$ cat src/rtl/cic_int_comb.sv
// cic_int_comb: transmit-path CIC comb cascade.
// Accepts signed samples on a valid/ready handshake, applies an optional
// rounded pre-attenuation selected by os_sel, runs NS first-difference
// stages and hands the bit-grown result to the upsampler/integrator.
module cic_int_comb #(
    parameter int IDW = 16,
    parameter int NS  = 3,
    parameter int ODW = IDW + NS
) (
    input  logic                  clk_div,
    input  logic                  reset_n,
    input  logic [2:0]            os_sel,
    input  logic                  in_valid,
    output logic                  in_ready,
    input  logic signed [IDW-1:0] data_in,
    output logic                  out_valid,
    input  logic                  out_ready,
    output logic signed [ODW-1:0] data_out,
    output logic [1:0]            flag_out
);

    localparam logic signed [IDW:0] SAT_MAX = {2'b00, {(IDW-1){1'b1}}};
    localparam logic signed [IDW:0] SAT_MIN = {2'b11, {(IDW-1){1'b0}}};

    // Clamp a one-bit-grown value back into the IDW-bit signed range.
    function automatic logic signed [IDW-1:0] f_sat(input logic signed [IDW:0] v);
        if (v > SAT_MAX) begin
            return SAT_MAX[IDW-1:0];
        end else if (v < SAT_MIN) begin
            return SAT_MIN[IDW-1:0];
        end else begin
            return v[IDW-1:0];
        end
    endfunction

    // Arithmetic right shift by sh with round-half-up, then saturate.
    function automatic logic signed [IDW-1:0] f_prescale(input logic signed [IDW-1:0] x,
                                                         input logic [2:0]            sh);
        logic signed [IDW:0] v_ext;
        logic signed [IDW:0] v_rnd;
        logic signed [IDW:0] v_sum;
        if (sh == 3'd0) begin
            return x;
        end
        v_ext = {x[IDW-1], x};
        v_rnd = {{IDW{1'b0}}, 1'b1} << (sh - 3'd1);
        v_sum = v_ext + v_rnd;
        return f_sat(v_sum >>> sh);
    endfunction

    logic                  w_enabled;
    logic                  w_en;
    logic                  w_acc;
    logic [2:0]            w_sh;
    logic signed [IDW-1:0] w_pre;

    logic                  r_run;
    // Index 0 is the prescale register, index k the output of comb stage k.
    // Stage k only ever needs IDW+k bits; the upper bits are sign copies.
    logic                  r_vld_pk [0:NS];
    logic signed [ODW-1:0] r_s_pk   [0:NS];
    logic signed [ODW-1:0] r_d_pk   [1:NS];

    logic                  r_out_valid;
    logic signed [ODW-1:0] r_data_out;
    logic [1:0]            r_flag_out;

    assign w_enabled = (os_sel != 3'b000) && (os_sel != 3'b111);
    assign w_en      = out_ready | ~r_out_valid;
    assign in_ready  = w_en & w_enabled & r_run;
    assign w_acc     = in_valid & in_ready;
    assign w_sh      = os_sel - 3'd1;
    assign w_pre     = f_prescale(data_in, w_sh);

    assign out_valid = r_out_valid;
    assign data_out  = r_data_out;
    assign flag_out  = r_flag_out;

    // Keep in_ready low for the first cycle after reset is released.
    always_ff @(posedge clk_div or negedge reset_n) begin
        if (!reset_n) begin
            r_run <= 1'b0;
        end else begin
            r_run <= 1'b1;
        end
    end

    // Prescale register and comb cascade; history moves only with valid samples.
    always_ff @(posedge clk_div or negedge reset_n) begin
        if (!reset_n) begin
            for (int k = 0; k <= NS; k++) begin
                r_vld_pk[k] <= 1'b0;
                r_s_pk[k]   <= '0;
            end
            for (int k = 1; k <= NS; k++) begin
                r_d_pk[k] <= '0;
            end
        end else if (!w_enabled) begin
            for (int k = 0; k <= NS; k++) begin
                r_vld_pk[k] <= 1'b0;
                r_s_pk[k]   <= '0;
            end
            for (int k = 1; k <= NS; k++) begin
                r_d_pk[k] <= '0;
            end
        end else if (w_en) begin
            // stage 0: prescale
            r_vld_pk[0] <= w_acc;
            if (w_acc) begin
                r_s_pk[0] <= {{(ODW-IDW){w_pre[IDW-1]}}, w_pre};
            end
            // stages 1..NS: first differences
            for (int k = 1; k <= NS; k++) begin
                r_vld_pk[k] <= r_vld_pk[k-1];
                if (r_vld_pk[k-1]) begin
                    r_s_pk[k] <= r_s_pk[k-1] - r_d_pk[k];
                    r_d_pk[k] <= r_s_pk[k-1];
                end
            end
        end
    end

    // Output register: phase toggle and sign marker update with each new sample.
    always_ff @(posedge clk_div or negedge reset_n) begin
        if (!reset_n) begin
            r_out_valid <= 1'b0;
            r_data_out  <= '0;
            r_flag_out  <= 2'b00;
        end else if (!w_enabled) begin
            r_out_valid <= 1'b0;
            r_data_out  <= '0;
            r_flag_out  <= 2'b00;
        end else if (w_en) begin
            r_out_valid <= r_vld_pk[NS];
            if (r_vld_pk[NS]) begin
                r_data_out <= r_s_pk[NS];
                r_flag_out <= {r_s_pk[NS][ODW-1], ~r_flag_out[0]};
            end
        end
    end

endmodule
$ cat config.mk
export PLATFORM = sky130hd
export DESIGN_NAME = cic_int_comb
export DESIGN_NICKNAME = d
export VERILOG_FILES = /design/src/rtl/cic_int_comb.sv
export SDC_FILE = /design/constraint.sdc
export NUM_CORES = 1
export LEC_CHECK = 0
export BUFFER_PORTS_ARGS = -buffer_cell sky130_fd_sc_hd__buf_2
export CAP_MARGIN = 20
export CELL_PAD_IN_SITES_DETAIL_PLACEMENT = 0
export CELL_PAD_IN_SITES_GLOBAL_PLACEMENT = 1
export CORE_ASPECT_RATIO = 2
export CORE_MARGIN = 2
export CORE_UTILIZATION = 49
export CTS_CLUSTER_DIAMETER = 30
export DETAILED_ROUTE_END_ITERATION = 8
export PLACE_DENSITY_LB_ADDON = 0.2
export SKIP_CTS_REPAIR_TIMING = 1
export SLEW_MARGIN = 20
export SYNTH_ARGS = -nofsm -noshare
export SYNTH_HDL_FRONTEND = slang
export SYNTH_SLANG_ARGS = --single-unit
export TNS_END_PERCENT = 30
$ cat constraint.sdc
create_clock -name clk_div -period 4.8 [get_ports clk_div]
set_input_delay 1.44 -clock clk_div [delete_from_list [all_inputs] [get_ports clk_div]]
set_output_delay 1.44 -clock clk_div [all_outputs]
set_load 0.03 [all_outputs]
==> results of run 1 <==
==> cell type report <==
type	instances	area (µm²)
fillers	1894	8310
flip-flops and latches	153	3830
clock buffers	25	505
inverters	81	307
multi-input cells	764	5380
repair buffers	86	564
well taps	259	324
clock inverters	7	65.1
==> how the worst max path moves through the flow <==
stage               from    endpoint  slack, ns  cells past startpoint
2_1_floorplan  os_sel[0]  r_s_pk[66]      -0.23                     20
3_5_place_dp   os_sel[1]  r_s_pk[62]      -0.31                     18
4_1_cts        os_sel[1]  r_s_pk[62]       0.15                     18
3_3_place_gp   os_sel[1]  r_s_pk[62]      -0.31                     18
6_report       os_sel[1]  r_s_pk[62]       0.09                     18
5_1_grt        os_sel[1]  r_s_pk[62]       0.03                     18
==> power by group through the flow <==
stage | clock network (µW) | logic [µW] | registers, µW
floorplan | 0 | 2010 | 1720
global placement | 0 | 2580 | 1720
detailed placement | 0 | 2610 | 1740
CTS | 1310 | 2620 | 1720
global route | 1370 | 2930 | 1750
finish | 1280 | 2610 | 1710
==> cells in the final DEF, fill, tap and decap left out, types with 5 or more instances in the layout <==
master     netlist  final
a211oi_1         9      9
a21oi_1         59     55
and2_1           8      7
inv_1           80     78
o2111ai_1        5      5
buf_4            1     39
o31a_1           5      5
nand4_1          7      7
a21o_1          19     19
clkbuf_16        0     17
a211o_1          5      5
o21a_1          20     20
buf_2            0     44
a32o_1           6      6
or3_1            9      9
ha_1            68     64
xnor2_1         24     23
or2_2            6      6
nor2_1          46     46
o211ai_1         9      9
a22o_1          72     72
nand3_1         17     17
a31oi_1         20     20
nor2b_1         14     13
clkbuf_8         0      5
nand2b_1        12     12
nand2_1        111    110
o21ai_0         88     88
dfrtp_1        153    153
and3_1          11     11
o31ai_1          8      7
nor3_1          12     12
xor2_1          22     22
==> per-stage QoR <==
stage	std cells	cell area [µm²]
floorplan	1046	9730
global placement	1343	10400
detailed placement	1343	10400
CTS	1375	11000
global route	1375	11000
finish	1375	11000
==> worst max-delay path: cells and delay by family <==
kind	cells	cell delay (ns)
xor gates and xnor gates	1	0.13
buffers and inverters	4	0.46
muxes	1	0.20
AOI/OAI and AO/OA	6	1.77
and+or+nand+nor	2	0.20
adders and majority gates	4	0.80
==> sequential cells by signal, summed over array words and instances, names as in the netlist <==
register and count:
data_out 19, flag_out 1, out_valid 1, r_d_pk 54
r_run 1, r_s_pk 73, r_vld_pk 4
==> kinds of logic after synthesis <==
family	synth area share
other	0.000391
muxes	0.0102
and+or+nand+nor	0.130
adders and majority gates	0.0971
AOI/OAI and AO/OA	0.270
DFF	0.399
xor gates and xnor gates	0.0420
buffers and inverters	0.0509
==> per-layer routing <==
metal | share of wire | GRT usage | wire (µm)
met1 | 0.33 | 0.218 | 8000
met2 | 0.58 | 0.486 | 14200
met3 | 0.025 | 0.0460 | 608
met4 | 0.063 | 0.154 | 1540
met5 | 0 | 0 | 0
==> results_dict.tcl, run 1 <==
set metrics [dict create \
    status "complete, no violations" \
    cts_buffers 17 \
    finClkSkew_ns 0.00670 \
    start_util 0.497 \
    finalHoldViolCount 0 \
    io_buffers 45 \
    drt_iter0_drc 348 \
    slew_headroom 0.440 \
    htreeDepth 4 \
    netlist.top_cell.by_area "dfrtp_1" \
    drtPass1Iterations 5 \
    hold_depth 2 \
    drv_slew 0 \
    synth_edf_count 0 \
    switching_share 0.380 \
    cts_sinks 153 \
    ant_nets 0 \
    p_clk_frac 0.228 \
    synthFlopType "dfrtp_1" \
    r2r_slack_ns 1.73 \
    grt_antenna_before_repair 0 \
    clock_latency_ns 0.43 \
    intPower_uw 3470 \
    p_leak_uw 0.00507 \
    synth_cells 1046 \
    r2r-end "r_s_pk[52]" \
    ys_top_cells_by_count "dfrtp_1, nand2_1, o21ai_0" \
    syn_area_per_cell_um2 9.17 \
    dieArea_um2 20800 \
    synth_area_leaders "dfrtp_1, ha_1, a22o_1" \
    powerDensity_nw_per_um2 510 \
    cap_violations 0 \
    netlist_area_um2 9590 \
    path_cells "buf_2, inv_1, ha_4, xnor2_4, ha_4, and2_4, ha_4, inv_2, fa_2, nor2b_2, o31a_1, o31ai_2, a21oi_2, buf_4, o221ai_1, mux2i_2, o21ai_0, o31ai_1" \
    cp_common_cell "ha_4" \
    async_flop_share 1.00 \
    min_from "r_s_pk[9]" \
    path_max_fanout 6 \
    route.vias.total 8001 \
    critical_path.max_stage_delay_ns 0.40 \
    whs_endpoint "r_s_pk[9]" \
    rsz0062_at_grt "no" \
    tightest_slew_ns 0.840 \
    pwr-share-comb 0.466 \
    ys_types 72 \
    p_sw_uw 2130 \
    synth_top_area_frac 0.399 \
    fin_crit_sh 0.980 \
    drive_gt1_frac 0.139 \
    overflow 0 \
    cp.required_ns 5.10 \
    max_freq_ghz 0.213 \
    clk_pin_slew_ns 0.06 \
    gp_congestion 0.903 \
    synth_most_common_cell "dfrtp_1" \
    cts_root_buffer "clkbuf_16" \
    track_usage 0.249 \
    reg2reg_depth 11 \
    ir_worst_vdd_v 0.000320 \
    via_per_inst 5.82 \
    hp-class "reg2reg" \
    endpoint_kind "register" \
    arrival_ns 5.01 \
    die_w_um 103 \
    syn_to_final_growth_pct 14.4 \
    yosysSeqAreaShare 0.399 \
    wire_per_inst_um 17.7 \
    cts_tree "built" \
    p_total_uw 5600 \
    whs_ns 0.475 \
    hpwl_um 19200 \
    grt_pass1_vias 8308 \
    core_um2 19300 \
    path_class "in2reg" \
    setup_viol 0 \
    ys_warn_count 0 \
    grt_max_degree 69 \
    syn_nets 1141 \
    finalCriticalPeriod_ns 4.71 \
    start_kind "primary input" \
    io_pins 46 \
    die_h_um 202 \
    seqPwrFrac 0.306 \
    post-route-util 0.569 \
    grt_first_pass_wirelength_um 39800 \
    clockBufferDepth 2 \
    tns_ns 0 \
    drc 0 \
    timing.final.ws_setup_ns 0.0941 \
    pre_cts_slack_ns -0.314 \
    reg2reg_from "r_s_pk[57]" \
    wl_um 24400 \
    crit_slowest_cell "o31ai_2" \
    nNetsFinal 1198 \
    row_count 72 \
    synth_seq_cells 153 \
    diodes 0 \
]
No activity file was read; power rests on OpenSTA's default activity.
==> run 2, diff against run 1 <==
--- a/config.mk
+++ b/config.mk
@@ -5,13 +5,14 @@
 export SDC_FILE = /design/constraint.sdc
 export NUM_CORES = 1
 export LEC_CHECK = 0
+export ABC_AREA = 1
 export BUFFER_PORTS_ARGS = -buffer_cell sky130_fd_sc_hd__buf_2
 export CAP_MARGIN = 20
 export CELL_PAD_IN_SITES_DETAIL_PLACEMENT = 0
 export CELL_PAD_IN_SITES_GLOBAL_PLACEMENT = 1
 export CORE_ASPECT_RATIO = 2
 export CORE_MARGIN = 2
-export CORE_UTILIZATION = 49
+export CORE_UTILIZATION = 47
 export CTS_CLUSTER_DIAMETER = 30
 export DETAILED_ROUTE_END_ITERATION = 8
 export PLACE_DENSITY_LB_ADDON = 0.2
==> run 2 against run 1 <==
  * Cell count up 21%
  * Sequential power about the same
  * Via count increased by 11%
  * Core utilization shrank 4.0 points
  * Clock skew down 0.0013 ns
  * Clock-buffer cell count grew 3
  * Clock power decreased by 5%
  * Synthesized area up 4.5%
  * Critical path depth increased by 8
  * Worst setup slack better by 0.48 ns
  * Critical endpoint is now r_s_pk[69]
  * Largest power group unchanged
==> results_dict.tcl, run 2 <==
set metrics [dict create \
    synthFlopType "dfrtp_1" \
    final_cell_mix "nand2_1, inv_1, dfrtp_1" \
    syn_to_final_growth_pct 10.5 \
    regMostFlops "r_s_pk" \
    ys_warn_count 0 \
    switching_share 0.456 \
    diodes 0 \
    status "complete, no violations" \
    cp_top_family "simple AND/OR/NAND/NOR gates" \
    start_util 0.479 \
    intPower_uw 3370 \
    slew_headroom 0.331 \
    grt_pass1_vias 9253 \
    ir_worst_vdd_v 0.000315 \
    cts_root_buffer "clkbuf_16" \
    p_sw_uw 2820 \
    synthMuxAreaShare 0 \
    finalHoldViolCount 0 \
    ys_types 49 \
    path_class "in2reg" \
    async_flop_share 1.00 \
    cts_buffers 17 \
    grt_max_degree 95 \
    fill_cells 2133 \
    use_met3 0.0315 \
    drtPass1Iterations 5 \
    cap_violations 0 \
    path_max_fanout 8 \
    core_um2 20900 \
    regArea_um2 3830 \
    largest_register_ffs 73 \
    final_cell_count_no_fill 1664 \
    synth-simple-area-share 0.246 \
    rsz0062_at_grt "no" \
    hpwl_um 22000 \
    dieArea_um2 22600 \
    syn_nets 1437 \
    hp-class "reg2reg" \
    grtUsageMet2 0.548 \
    grt_busiest_layer "met2" \
    nNetsFinal 1479 \
    netlist_area_um2 10000 \
    clockBufferDepth 2 \
    dp.cells 1634 \
    powerDensity_nw_per_um2 559 \
    cp.required_ns 5.12 \
    yosys.area_share.xor_xnor 0.0124 \
    drc 0 \
    synth_cells 1342 \
    setup_viol 0 \
    r2r_slack_ns 2.25 \
    yosysSeqAreaShare 0.382 \
    syn_area_per_cell_um2 7.47 \
    finalCriticalPeriod_ns 4.23 \
    grt_first_pass_wirelength_um 44200 \
    clock_latency_ns 0.43 \
    synth_seq_cells 153 \
    route.vias.total 8848 \
    tns_ns 0 \
    netlist.top_cell.by_area "dfrtp_1" \
    p_clk_frac 0.196 \
    tightest_slew_ns 1.00 \
    worstPathBufferInverterCount 6 \
    use_met1 0.198 \
    synth_top_family_by_area "simple AND/OR/NAND/NOR gates" \
    pwr-share-comb 0.530 \
    arrival_ns 4.55 \
    die_h_um 211 \
    synth_most_common_cell "nand2_1" \
    synth_area_leaders "dfrtp_1, nand2_1, ha_1" \
    cp_common_cell "nand2_1" \
    finClkSkew_ns 0.00538 \
    synth_edf_count 0 \
    max_freq_ghz 0.237 \
    track_usage 0.257 \
    wire_per_inst_um 16.5 \
    cts_tree "built" \
    wl_um 27500 \
    io_pins 46 \
    die_w_um 107 \
    drive_gt1_frac 0.108 \
    endpoint_kind "register" \
    multi_input_area_um2 5230 \
    fin_crit_sh 0.881 \
    start_kind "primary input" \
    drv_slew 0 \
    cts_sinks 153 \
    p_leak_uw 0.00572 \
    gp_congestion 0.916 \
    ant_nets 0 \
    clk_pin_slew_ns 0.06 \
    seqPwrFrac 0.275 \
    synth-adder-area-share 0.0928 \
    drt_iter0_drc 340 \
    post-route-util 0.529 \
    ys_top_cells_by_count "nand2_1, inv_1, dfrtp_1" \
    synth_compound_area_frac 0.170 \
    htreeDepth 4 \
    crit_slowest_cell "fa_1" \
    via_per_inst 5.32 \
    critical_path.max_stage_delay_ns 0.40 \
    row_count 75 \
    grt_antenna_before_repair 0 \
    final_common_cell "nand2_1" \
    synth_top_area_frac 0.382 \
    io_buffers 45 \
    overflow 0 \
]
[run 2: per-stage QoR]
stage | worst slack, ns | hold WS (ns) | total power (µW) | cell area (µm²)
floorplan | 0.0405 | 0.442 | 4050 | 10000
global placement | 0.176 | 0.472 | 4950 | 10500
detailed placement | 0.133 | 0.478 | 4970 | 10500
CTS | 0.594 | 0.492 | 6220 | 11100
global route | 0.273 | 0.511 | 6720 | 11100
finish | 0.572 | 0.489 | 6200 | 11100
[run 2: worst paths after layout]
kind	start	endpoint	cells past startpoint
min in group asynchronous	reset_n	data_out[1]	1
setup / recovery	os_sel[1]	r_s_pk[69]	26
hold / removal	r_d_pk[19]	r_d_pk[19]	2
hold reg to reg	r_d_pk[19]	r_d_pk[19]	2
setup reg to reg	r_s_pk[19]	r_s_pk[16]	11
max in group asynchronous	reset_n	r_d_pk[37]	2
[run 2: routing by layer]
metal,wire [µm],vias up
li1,-,4523
met1,8500,4103
met2,16700,135
met3,417,87
met4,1800,0
met5,0,-
[run 2: power groups by stage]
stage	clock network, µW	registers [µW]	logic, µW
floorplan	0	1730	2320
global placement	0	1710	3240
detailed placement	0	1720	3250
CTS	1240	1700	3270
global route	1290	1740	3690
finish	1210	1700	3280
[run 2: layout make-up]
type / instances / area share
flip-flops and latches: 153 / 0.346
repair buffers: 60 / 0.0322
clock inverters: 2 / 0.000904
clock buffers: 28 / 0.0476
well taps: 269 / 0.0304
multi-input cells: 943 / 0.472
inverters: 209 / 0.0712
[run 2: logic make-up (layout without fill, tap and decap cells)]
family                   after synthesis  after routing
buffers and inverters                246            299
other                                  1              1
AND/OR/NAND/NOR                      547            547
AO/OA/AOI/OAI                        311            311
XOR/XNOR                              12             12
adder cells (fa/ha/maj)               72             72
flip-flops                           153            153
[run 2: worst register-to-register path, stage by stage (launching register included)]
cell	delay (ns)
dfrtp_1	0.32
inv_1	0.07
ha_1	0.26
fa_1	0.45
nor2_1	0.24
nor2_1	0.16
o21ai_0	0.46
nand3_1	0.13
nand2_1	0.10
a21oi_1	0.06
o21ai_0	0.08
o21ai_1	0.08
